==> config.mk <==
export PLATFORM = sky130hd
export DESIGN_NAME = exc_ctrl
export DESIGN_NICKNAME = d
export VERILOG_FILES = /design/src/rtl/exc_ctrl.sv
export SDC_FILE = /design/constraint.sdc
export NUM_CORES = 1
export LEC_CHECK = 0
export ABC_AREA = 1
export CAP_MARGIN = 20
export CORE_MARGIN = 2
export CORE_UTILIZATION = 40
export CTS_BUF_LIST = sky130_fd_sc_hd__clkbuf_4 sky130_fd_sc_hd__clkbuf_8
export DETAILED_ROUTE_END_ITERATION = 10
export PLACE_DENSITY_LB_ADDON = 0.08
export SLEW_MARGIN = 20
export SYNTH_ARGS = -nofsm -noshare
export SYNTH_HDL_FRONTEND = slang
export SYNTH_SLANG_ARGS = --single-unit
==> constraint.sdc <==
create_clock -name clk -period 3.2 [get_ports clk]
set_clock_uncertainty 0.15 [all_clocks]
set_input_delay 0.32 -clock clk [delete_from_list [all_inputs] [get_ports clk]]
set_output_delay 0.32 -clock clk [all_outputs]
set_load 0.02 [all_outputs]
==> src/rtl/exc_ctrl.sv <==
// exc_ctrl: M-stage exception/interrupt sequencer owning SR, Cause and EPC.
//   clk, reset_n                 : clock and asynchronous active-low reset
//   ExcCode_M, PC_M, BD_M, ERET_M: M-stage instruction exception info
//   HWInt                        : level-sensitive external interrupt lines
//   CP0Write, CP0Addr, CP0In     : mtc0 write port (12 SR, 13 Cause, 14 EPC)
//   CP0Out                       : mfc0 read data, combinational on CP0Addr
//   Flush, Stall                 : pipeline kill / PC and F/D freeze
//   Redirect_Valid, Redirect_PC  : fetch redirect request and target
//   Redirect_Ack                 : fetch accepted the redirect
//   EPC_Out                      : current EPC
module exc_ctrl #(
    parameter logic [31:0] HANDLER_PC = 32'h0000_4180
) (
    input  logic        clk,
    input  logic        reset_n,
    input  logic [4:0]  ExcCode_M,
    input  logic [31:0] PC_M,
    input  logic        BD_M,
    input  logic        ERET_M,
    input  logic [5:0]  HWInt,
    input  logic        CP0Write,
    input  logic [4:0]  CP0Addr,
    input  logic [31:0] CP0In,
    output logic [31:0] CP0Out,
    output logic        Flush,
    output logic        Stall,
    output logic        Redirect_Valid,
    output logic [31:0] Redirect_PC,
    input  logic        Redirect_Ack,
    output logic [31:0] EPC_Out
);
    localparam logic [4:0] NO_EXC_CODE = 5'd31;
    localparam logic [4:0] EXC_INT     = 5'd0;

    typedef enum logic [1:0] {IDLE, FLUSH, REDIRECT} state_t;

    state_t      state_q, state_d;
    logic [5:0]  im_q, im_d, ip_q, ip_d;
    logic        exl_q, exl_d, ie_q, ie_d, bd_q, bd_d;
    logic [4:0]  exc_q, exc_d;
    logic [31:0] epc_q, epc_d, target_q, target_d;
    logic [31:0] epc_take, sr, cause;
    logic        int_req, exc_req;

    assign int_req  = ie_q & ~exl_q & |(im_q & HWInt);
    assign exc_req  = ExcCode_M != NO_EXC_CODE;
    assign epc_take = BD_M ? PC_M - 32'd4 : PC_M;

    assign sr    = {16'b0, im_q, 8'b0, exl_q, ie_q};
    assign cause = {bd_q, 15'b0, ip_q, 3'b0, exc_q, 2'b0};

    assign CP0Out = CP0Addr == 5'd12 ? sr :
                    CP0Addr == 5'd13 ? cause :
                    CP0Addr == 5'd14 ? epc_q : 32'd0;

    assign Flush          = state_q == FLUSH;
    assign Stall          = state_q != IDLE;
    assign Redirect_Valid = state_q == REDIRECT;
    assign Redirect_PC    = target_q;
    assign EPC_Out        = epc_q;

    always_comb begin
        state_d  = state_q;
        im_d     = im_q;
        exl_d    = exl_q;
        ie_d     = ie_q;
        bd_d     = bd_q;
        exc_d    = exc_q;
        epc_d    = epc_q;
        target_d = target_q;
        ip_d     = HWInt;
        case (state_q)
            IDLE: begin
                if (int_req || exc_req) begin
                    exl_d    = 1'b1;
                    exc_d    = int_req ? EXC_INT : ExcCode_M;
                    bd_d     = BD_M;
                    epc_d    = {epc_take[31:2], 2'b00};
                    target_d = HANDLER_PC;
                    state_d  = FLUSH;
                end else if (ERET_M) begin
                    exl_d    = 1'b0;
                    target_d = epc_q;
                    state_d  = FLUSH;
                end else if (CP0Write) begin
                    // Cause is read-only to software; only SR and EPC accept writes.
                    if (CP0Addr == 5'd12) begin
                        im_d  = CP0In[15:10];
                        exl_d = CP0In[1];
                        ie_d  = CP0In[0];
                    end else if (CP0Addr == 5'd14) begin
                        epc_d = {CP0In[31:2], 2'b00};
                    end
                end
            end
            FLUSH:    state_d = REDIRECT;
            REDIRECT: state_d = Redirect_Ack ? IDLE : REDIRECT;
            default:  state_d = IDLE;
        endcase
    end

    always_ff @(posedge clk or negedge reset_n) begin
        if (!reset_n) begin
            state_q  <= IDLE;
            im_q     <= '0;
            ip_q     <= '0;
            exl_q    <= 1'b0;
            ie_q     <= 1'b0;
            bd_q     <= 1'b0;
            exc_q    <= '0;
            epc_q    <= '0;
            target_q <= '0;
        end else begin
            state_q  <= state_d;
            im_q     <= im_d;
            ip_q     <= ip_d;
            exl_q    <= exl_d;
            ie_q     <= ie_d;
            bd_q     <= bd_d;
            exc_q    <= exc_d;
            epc_q    <= epc_d;
            target_q <= target_d;
        end
    end
endmodule

# [Word level (Yosys, flattened, before mapping)]
# Index checks and enable logic that the tools add are counted.
[totals] ff_bits=86 inputBits=86 output_inout_bits=99 wordCells=59
[classes] addsub=1 eq_ne=9 mux=20 bitwise_logic=6 reduce_logical=14
[op_table] operator="32-bit 2-to-1 mux" count=11
[op_table] operator="32-bit by 3-bit subtractor with 32-bit output, second input constant" count=1
[op_table] operator="5-bit by 4-bit == test with 1-bit output, second input constant" count=3
[op_table] operator="5-bit AND reduction" count=2
[op_table] operator="2-bit nonzero test" count=4
[op_table] operator="6-bit AND" count=1
[op_table] operator="2-bit 2-to-1 mux" count=3
[op_table] operator="2-bit one-hot mux with 3 select lines" count=1
[op_table] operator="3-bit nonzero test" count=2
[op_table] operator="6-bit OR reduction" count=1
[op_table] operator="5-bit 2-to-1 mux" count=1
[op_table] operator="5-bit inequality test, second input constant" count=1
[op_table] operator="1-bit 2-to-1 mux" count=4
[op_table] operator="2-bit AND reduction" count=2
[op_table] operator="3-bit inequality test, second input constant" count=1
[op_table] operator="1-bit inverter" count=3
[op_table] operator="3-bit AND reduction" count=1
[op_table] operator="1-bit AND" count=2
[op_table] operator="2-bit by 1-bit == test with 1-bit output, second input constant" count=1
[op_table] operator="2-bit == test, second input constant" count=1
[op_table] operator="2-bit zero test" count=1
[op_table] operator="2-bit by 1-bit inequality test with 1-bit output, second input constant" count=1
[op_table] operator="2-bit inequality test, second input constant" count=1
[op_table] operator="1-bit logical OR" count=1

# [Logic depth before layout (Yosys ltp)]
# Gate-level depths: netlist (run 1).
[logic_depth] ltp_word=6 ltp_mapped=13 mapped_depth_nobuf=12

# [Worst setup path after synthesis (run 1)]
# Ideal clock, no wire load.
[synth_timing] path_kind="input-to-output" from="input CP0Addr[3]" to="output CP0Out[2]" t_arrival_ns=1.256 t_required_ns=2.730 slack_ns=1.474 cell_stages=5 n_path_buf=1 cell_sequence="nand2_1 > nor4b_1 > buf_2 > nand2_1 > o21ai_0"
[synth_via] elab_chain_cells=4 word_cells_on_any_way=6 classes_between="3 x eq/ne; 3 x mux"
[synth_lines] item="start, declared" line_no="22" text="input logic [4:0] CP0Addr,"
[synth_lines] item="5-bit by 4-bit == test with 1-bit output" line_no="54" text="CP0Addr == 5'd14 ? epc_q : 32'd0;"
[synth_lines] item="32-bit 2-to-1 mux" line_no="54"
[synth_lines] item="32-bit 2-to-1 mux" line_no="53" text="CP0Addr == 5'd13 ? cause :"
[synth_lines] item="32-bit 2-to-1 mux (*)" line_no="52" text="assign CP0Out = CP0Addr == 5'd12 ? sr :"
[synth_lines] item="end, declared" line_no="24" text="output logic [31:0] CP0Out,"
# Every way passes the cells marked *; elsewhere a longest branch is shown, timed or not.

# [Worst setup path after layout (run 1)]
[layout_timing] from="input CP0Addr[0]" to="output CP0Out[11]"
# Same word-level chain as after synthesis.

==> impl_metrics.xml, run 1 <==
<?xml version="1.0" encoding="UTF-8"?>
<metrics>
  <group name="power_and_ir_drop">
    <metric name="power.density" unit="nW/µm²">625.2</metric>
    <metric name="power_frac_comb" unit="%">43.7</metric>
    <metric name="netSwitchingFraction" unit="%">40.90</metric>
    <metric name="p_clk_share" unit="%">19.2</metric>
    <metric name="power_report.internal_total" unit="mW">2.582</metric>
    <metric name="leakage_component_of_the_power" unit="nW">3.292</metric>
    <metric name="p_seq_share" unit="%">37.1</metric>
    <metric name="design_power_total" unit="mW">4.369</metric>
    <metric name="power.switching" unit="mW">1.787</metric>
    <metric name="max-vdd-ir-drop" unit="mV">0.2721</metric>
  </group>
  <group name="placed_design">
    <metric name="gp_congestion" unit="">0.8598</metric>
    <metric name="dp_hpwl" unit="mm">11.80</metric>
    <metric name="placed_area" unit="µm²">6753</metric>
    <metric name="dp.cells" unit="">1016</metric>
    <metric name="port_buffers" unit="">178</metric>
  </group>
  <group name="critical_path">
    <metric name="timing.critical_path.to_type" unit="">output pin</metric>
    <metric name="worstPathArrival" unit="ns">2.21</metric>
    <metric name="cp_top_family" unit="">buffers and inverters</metric>
    <metric name="critPathBufInv" unit="">4</metric>
    <metric name="critical_path_required" unit="ns">2.73</metric>
    <metric name="critical_path.max_stage_delay" unit="ns">0.61</metric>
    <metric name="cp_max_fo" unit="">26</metric>
    <metric name="reg2regPathDepth" unit="">11</metric>
    <metric name="worst_setup_path_start_kind" unit="">input pin</metric>
    <metric name="cp_cell_sequence" unit="">clkdlybuf4s50_1, nor2_1, nand4_2, buf_4, inv_2, nand2_1, nand3_1, clkdlybuf4s50_1</metric>
    <metric name="slowest_stage" unit="">sky130_fd_sc_hd__clkdlybuf4s50_1</metric>
    <metric name="worstSetupPathDepth" unit="">8</metric>
    <metric name="worst_path_most_repeated_cell" unit="">sky130_fd_sc_hd__clkdlybuf4s50_1</metric>
    <metric name="start_to_end_type_of_the_worst_setup_path" unit="">in2out</metric>
  </group>
  <group name="clock_network">
    <metric name="clock_insertion_delay_worst_skew" unit="ns">0.35</metric>
    <metric name="clockBufferDepth" unit="">2</metric>
    <metric name="clk_pin_slew_worst_paths" unit="ns">0.09</metric>
    <metric name="tritoncts" unit="">built</metric>
    <metric name="htree_levels" unit="">3</metric>
    <metric name="cts-root-buf" unit="">sky130_fd_sc_hd__clkbuf_8</metric>
    <metric name="numClockSinks" unit="">82</metric>
    <metric name="numCtsBuffers" unit="">9</metric>
  </group>
  <group name="die">
    <metric name="core_area" unit="µm²">11960</metric>
    <metric name="die-area" unit="µm²">13130</metric>
    <metric name="i_o_pins" unit="">185</metric>
    <metric name="initial_core_util" unit="%">40.89</metric>
    <metric name="std_cell_rows" unit="">40</metric>
    <metric name="dieHeight" unit="µm">114.6</metric>
    <metric name="fp.dieW" unit="µm">114.6</metric>
  </group>
  <group name="layout">
    <metric name="seqCellArea" unit="µm²">2052</metric>
    <metric name="nNetsFinal" unit="">968</metric>
    <metric name="post-route-cell-area" unit="µm²">6989</metric>
    <metric name="fill_cells" unit="">1158</metric>
    <metric name="drive_gt1_share" unit="%">5.756</metric>
    <metric name="layout.cells.non_filler" unit="">1033</metric>
    <metric name="antenna_cells" unit="">0</metric>
    <metric name="multi_input_area" unit="µm²">2371</metric>
    <metric name="syn_to_final_growth" unit="%">42.90</metric>
  </group>
  <group name="sta">
    <metric name="timing.final.max_slew_violations" unit="">0</metric>
    <metric name="total_neg_setup_slack" unit="ns">0</metric>
    <metric name="count_of_endpoints_failing_hold_in_the_final_timing_report" unit="">0</metric>
    <metric name="hold-worst-slack" unit="ns">0.2906</metric>
    <metric name="max_freq" unit="GHz">0.3729</metric>
    <metric name="timing.slew.headroom" unit="%">48.89</metric>
    <metric name="grt_setup_unrepaired" unit="">false</metric>
    <metric name="setup_viol" unit="">0</metric>
    <metric name="final_min_period_over_clock_period" unit="%">83.79</metric>
    <metric name="period_needed" unit="ns">2.681</metric>
    <metric name="worst_slew_pin_slew" unit="ns">0.7667</metric>
  </group>
  <group name="global_route">
    <metric name="grt_start_max_net_pins" unit="">83</metric>
    <metric name="antenna_found_initial" unit="">0</metric>
    <metric name="grt_pass1_wl" unit="mm">24.52</metric>
    <metric name="grt_pass1_vias" unit="">4769</metric>
    <metric name="grt.overflow.total" unit="">0</metric>
    <metric name="groute.usage.overall" unit="%">23.88</metric>
  </group>
  <group name="synthesis">
    <metric name="synth_cell_type_count" unit="">34</metric>
    <metric name="yosysWarningCount" unit="">0</metric>
    <metric name="synth_area_per_cell" unit="µm²">6.879</metric>
    <metric name="post_synth_inst_count" unit="">711</metric>
    <metric name="synthesis.area" unit="µm²">4891</metric>
    <metric name="ys_seq_elements" unit="">82</metric>
    <metric name="seq_area_frac_synth" unit="%">41.95</metric>
  </group>
  <group name="drt">
    <metric name="route.detailed.drc" unit="">0</metric>
    <metric name="wire_per_inst" unit="µm">14.80</metric>
    <metric name="detailedRoute.firstIterationViolations" unit="">322</metric>
    <metric name="routed_wl" unit="mm">15.29</metric>
    <metric name="drt_pass1_iterations" unit="">5</metric>
    <metric name="via_count" unit="">5073</metric>
    <metric name="route.detailed.vias_per_inst" unit="">4.911</metric>
    <metric name="antenna_violating_nets_post_route" unit="">0</metric>
  </group>
  <group name="outcome">
    <metric name="outcome" unit="">finished, final reports clean</metric>
  </group>
  <group name="hold_path">
    <metric name="holdPathStages" unit="">1</metric>
    <metric name="worstHoldPathType" unit="">in2reg</metric>
  </group>
  <group name="job">
    <metric name="drv_cap" unit="">0</metric>
  </group>
</metrics>
flip-flops by register name, indices dropped and copies added (netlist names):
register,count
exl_q,1
im_q,6
bd_q,1
state_q,2
EPC_Out,30
ip_q,6
ie_q,1
exc_q,5
Redirect_PC,30
power groups by stage:
stage	Combinational, mW	Clock (mW)	Sequential [mW]
after global routing	2.09	0.901	1.66
after detailed placement	1.91	0	1.64
final	1.91	0.838	1.62
after floorplan	0.822	0	1.81
after global placement	1.88	0	1.63
after CTS	1.92	0.855	1.62
metrics by stage:
step	setup slack, ns	utilization, %
finish	0.5186	58.43
global route	0.4079	58.43
CTS	0.5273	58.32
detailed placement	0.5477	56.45
global placement	0.5708	56.45
floorplan	1.474	-
kinds of logic (layout without fill, tap and decap cells):
family | after synthesis | after routing | share of synthesized area [%]
compound gates | 73 | 73 | 7.981
simple gates | 438 | 438 | 38.19
flops | 82 | 82 | 41.95
fa+ha+maj | 1 | 1 | 0.2558
xor+xnor | 9 | 9 | 1.612
buf+inv | 107 | 279 | 9.926
other cells | 1 | 4 | 0.07667
timing repair:
action	in CTS	in global routing
gates resized for setup	0	0
setup buffers	0	0
endpoints found under the hold margin	0	82
hold buffers	0	1
worst paths after layout:
path / from / end / slack [ns]
setup reg to reg: im_q[4] / EPC_Out[27] / 0.88
max in group asynchronous: reset_n / exc_q[4] / 1.95
hold / removal: HWInt[5] / ip_q[5] / 0.29
hold reg to reg: Redirect_PC[31] / Redirect_PC[31] / 0.34
min in group asynchronous: reset_n / Redirect_PC[5] / 0.41
setup / recovery: CP0Addr[0] / CP0Out[11] / 0.52
synth_stat cells:
cell,n,area (µm²)
sky130_fd_sc_hd__conb_1,1,3.750
sky130_fd_sc_hd__nand3_1,48,240.2
sky130_fd_sc_hd__buf_2,13,65.06
sky130_fd_sc_hd__or2_2,5,31.28
sky130_fd_sc_hd__nor3_1,2,10.01
sky130_fd_sc_hd__o21bai_1,2,15.01
sky130_fd_sc_hd__nor2_8,1,20.02
sky130_fd_sc_hd__inv_1,73,274.0
sky130_fd_sc_hd__xor2_1,6,52.55
sky130_fd_sc_hd__inv_2,4,15.01
sky130_fd_sc_hd__a22o_1,1,8.760
sky130_fd_sc_hd__nand2_4,4,45.04
sky130_fd_sc_hd__nor2_1,75,281.5
sky130_fd_sc_hd__xnor2_1,3,26.28
sky130_fd_sc_hd__nand3b_1,2,15.01
sky130_fd_sc_hd__o21ai_4,1,16.27
sky130_fd_sc_hd__nand2_2,2,12.51
sky130_fd_sc_hd__nand2_1,271,1017
sky130_fd_sc_hd__clkbuf_1,2,7.510
sky130_fd_sc_hd__nand3_2,2,20.02
sky130_fd_sc_hd__a21oi_1,4,20.02
sky130_fd_sc_hd__nor4b_1,1,8.760
sky130_fd_sc_hd__o211ai_1,2,15.01
sky130_fd_sc_hd__ha_1,1,12.51
sky130_fd_sc_hd__nor3_2,1,10.01
sky130_fd_sc_hd__nor2_2,5,31.28
sky130_fd_sc_hd__o21ai_0,56,280.3
sky130_fd_sc_hd__buf_4,12,90.09
sky130_fd_sc_hd__or2_0,3,18.77
sky130_fd_sc_hd__dfrtp_1,82,2052
sky130_fd_sc_hd__o21ai_1,7,35.03
sky130_fd_sc_hd__nand4_1,15,93.84
sky130_fd_sc_hd__buf_6,3,33.78
sky130_fd_sc_hd__nand4_2,1,12.51
cell usage in the layout (no fill, tap or decap), types with 6 or more instances in the layout:
cell                              instances
sky130_fd_sc_hd__clkbuf_8                10
sky130_fd_sc_hd__clkdlybuf4s50_1        177
sky130_fd_sc_hd__dfrtp_1                 82
sky130_fd_sc_hd__inv_1                   73
sky130_fd_sc_hd__nand2_1                271
sky130_fd_sc_hd__nand3_1                 48
sky130_fd_sc_hd__nand4_1                 15
sky130_fd_sc_hd__nor2_1                  75
sky130_fd_sc_hd__o21ai_0                 56
sky130_fd_sc_hd__o21ai_1                  7
sky130_fd_sc_hd__xor2_1                   6
layer usage:
layer | track usage, % | share of wire [%]
met2 | 37.36 | 46
met5 | 0 | 0
met4 | 7.154 | 1.5
met3 | 3.388 | 5.9
met1 | 34.38 | 47
final cells by class:
class	instances	area share, %
Multi-Input combinational cell	525	33.92
Inverter	77	4.135
Tap cell	147	2.632
Clock buffer	11	2.077
Clock inverter	5	1.110
Sequential cell	82	29.36
Timing Repair Buffer	186	26.76
Power figures use the tool's default switching activity.
==> inputs of run 2 (changes only) <==
Clock period 3.2 ns to 2.47 ns, I/O delays scaled along.
==> run 2 against run 1 <==
Against the previous run:
- sequential cell count did not move
- final area rose by 2.2%
- critical path depth down 2
- core utilization rose by 1.3 points
- register-to-register slack got worse by 0.38 ns
- worst hold slack lost 0.098 ns
- total power up 33%
- combinational power rose by 33%
- global-route usage decreased by 0.096 points
- largest cell class unchanged
==> impl_metrics.xml, run 2 (same netlist as run 1, synthesis figures left out) <==
<?xml version="1.0" encoding="UTF-8"?>
<metrics>
  <group name="outcome">
    <metric name="outcome" unit="">finished, final reports clean</metric>
  </group>
  <group name="power_and_ir_drop">
    <metric name="leakage_component_of_the_power" unit="nW">3.585</metric>
    <metric name="power.density" unit="nW/µm²">810.4</metric>
    <metric name="max-vdd-ir-drop" unit="mV">0.4511</metric>
  </group>
  <group name="critical_path">
    <metric name="critical_path_required" unit="ns">2.07</metric>
    <metric name="worst_setup_path_start_kind" unit="">input pin</metric>
    <metric name="slowest_stage" unit="">sky130_fd_sc_hd__clkdlybuf4s50_1</metric>
    <metric name="cp_cell_sequence" unit="">clkdlybuf4s50_1, nor2_1, nand4_2, buf_4, nor2_1, clkdlybuf4s50_1</metric>
    <metric name="reg2regPathDepth" unit="">10</metric>
    <metric name="critical_path.max_stage_delay" unit="ns">0.61</metric>
    <metric name="timing.critical_path.to_type" unit="">output pin</metric>
    <metric name="start_to_end_type_of_the_worst_setup_path" unit="">in2out</metric>
    <metric name="worstPathArrival" unit="ns">1.98</metric>
    <metric name="cp_max_fo" unit="">19</metric>
  </group>
  <group name="die">
    <metric name="dieHeight" unit="µm">114.6</metric>
    <metric name="initial_core_util" unit="%">40.89</metric>
    <metric name="core_area" unit="µm²">11960</metric>
    <metric name="std_cell_rows" unit="">40</metric>
    <metric name="fp.dieW" unit="µm">114.6</metric>
    <metric name="die-area" unit="µm²">13130</metric>
    <metric name="i_o_pins" unit="">185</metric>
  </group>
  <group name="drt">
    <metric name="route.detailed.drc" unit="">0</metric>
    <metric name="drt_pass1_iterations" unit="">5</metric>
    <metric name="antenna_violating_nets_post_route" unit="">0</metric>
    <metric name="route.detailed.vias_per_inst" unit="">4.871</metric>
    <metric name="detailedRoute.firstIterationViolations" unit="">315</metric>
    <metric name="wire_per_inst" unit="µm">14.71</metric>
    <metric name="routed_wl" unit="mm">15.33</metric>
    <metric name="via_count" unit="">5076</metric>
  </group>
  <group name="clock_network">
    <metric name="cts-root-buf" unit="">sky130_fd_sc_hd__clkbuf_8</metric>
    <metric name="clockBufferDepth" unit="">2</metric>
    <metric name="numClockSinks" unit="">82</metric>
    <metric name="htree_levels" unit="">3</metric>
    <metric name="tritoncts" unit="">built</metric>
    <metric name="clock_insertion_delay_worst_skew" unit="ns">0.37</metric>
    <metric name="clk_pin_slew_worst_paths" unit="ns">0.09</metric>
    <metric name="numCtsBuffers" unit="">9</metric>
  </group>
  <group name="layout">
    <metric name="layout.cells.non_filler" unit="">1042</metric>
    <metric name="nNetsFinal" unit="">977</metric>
    <metric name="fill_cells" unit="">1156</metric>
    <metric name="commonest_cells_after_routing_fill_and_taps_aside" unit="">sky130_fd_sc_hd__nand2_1, sky130_fd_sc_hd__clkdlybuf4s50_1, sky130_fd_sc_hd__dfrtp_1, sky130_fd_sc_hd__nor2_1, sky130_fd_sc_hd__inv_1</metric>
    <metric name="final_common_cell" unit="">sky130_fd_sc_hd__nand2_1</metric>
    <metric name="final_core_utilization" unit="%">59.73</metric>
    <metric name="syn_to_final_growth" unit="%">46.07</metric>
    <metric name="antenna_cells" unit="">0</metric>
    <metric name="drive_gt1_share" unit="%">6.704</metric>
  </group>
  <group name="global_route">
    <metric name="antenna_found_initial" unit="">0</metric>
    <metric name="groute.usage.overall" unit="%">23.78</metric>
    <metric name="grt_start_max_net_pins" unit="">64</metric>
    <metric name="grt_pass1_wl" unit="mm">24.32</metric>
    <metric name="grt.overflow.total" unit="">0</metric>
    <metric name="grt_pass1_vias" unit="">4755</metric>
  </group>
  <group name="placed_design">
    <metric name="dp_hpwl" unit="mm">12.02</metric>
    <metric name="port_buffers" unit="">178</metric>
    <metric name="dp.cells" unit="">1025</metric>
    <metric name="gp_congestion" unit="">0.8918</metric>
  </group>
  <group name="sta">
    <metric name="period_needed" unit="ns">2.376</metric>
    <metric name="worst_slew_pin_slew" unit="ns">0.5489</metric>
    <metric name="timing.slew.headroom" unit="%">63.41</metric>
    <metric name="count_of_endpoints_failing_hold_in_the_final_timing_report" unit="">0</metric>
    <metric name="total_neg_setup_slack" unit="ns">0</metric>
    <metric name="final_min_period_over_clock_period" unit="%">96.20</metric>
    <metric name="setup_viol" unit="">0</metric>
    <metric name="grt_setup_unrepaired" unit="">false</metric>
    <metric name="timing.final.max_slew_violations" unit="">0</metric>
    <metric name="max_freq" unit="GHz">0.4208</metric>
  </group>
  <group name="hold_path">
    <metric name="worstHoldPathType" unit="">in2reg</metric>
    <metric name="holdPathStages" unit="">1</metric>
  </group>
  <group name="job">
    <metric name="drv_cap" unit="">0</metric>
  </group>
</metrics>
## run 2: critical path: cells and delay by family
| family | cells | cell delay [ns] |
|---|---|---|
| buffers and inverters | 3 | 1.29 |
| and+or+nand+nor | 3 | 0.43 |
## run 2: what timing repair did
action,in CTS,in global routing
resized for setup,2,12
setup endpoints to repair,2,12
hold buffers,1,0
hold endpoints to repair,41,0
buffers inserted,0,0
## run 2: stage by stage
step / setup slack (ns) / hold WS (ns) / area (µm²) / total power, mW
after floorplan: 0.8243 / -0.1986 / 4902 / 3.416
after global placement: 0.03972 / 0.1226 / 6870 / 4.625
after detailed placement: 0.0009348 / 0.1278 / 6870 / 4.674
after CTS: 0.006774 / 0.1816 / 7114 / 5.825
after global routing: 0.01032 / 0.1822 / 7144 / 6.174
final: 0.09375 / 0.1921 / 7144 / 5.790
## run 2: cell type report
class | count | area [µm²] | share of cell area, %
multi-input cells | 525 | 2371 | 33.19
flip-flops and latches | 82 | 2052 | 28.72
repair buffers | 195 | 2012 | 28.16
inverters | 77 | 289.0 | 4.046
well taps | 147 | 183.9 | 2.574
clock buffers | 11 | 151.4 | 2.119
clock inverters | 5 | 85.08 | 1.191
## run 2: power breakdown
part | internal [mW] | total [mW] | switching [mW]
Sequential | 1.72 | 2.11 | 0.391
Combinational | 1.06 | 2.54 | 1.47
Clock | 0.630 | 1.14 | 0.514
## run 2: path summary, 6_finish.rpt
check	slack (ns)	endpoint	start
max	0.09	CP0Out[19]	CP0Addr[4]
min	0.19	ip_q[0]	HWInt[0]
max reg2reg	0.50	Redirect_PC[4]	im_q[5]
min reg2reg	0.34	Redirect_PC[29]	Redirect_PC[29]
max in group asynchronous	1.30	EPC_Out[27]	reset_n
min in group asynchronous	0.24	Redirect_PC[5]	reset_n
## run 2: per-layer routing
metal / GRT usage (%) / vias up / wire (µm)
met1: 34.23 / 2349 / 7250
met3: 4.447 / 12 / 870
li1: - / 2562 / -
met4: 4.959 / 0 / 123
met2: 37.48 / 153 / 7080
met5: 0 / - / 0
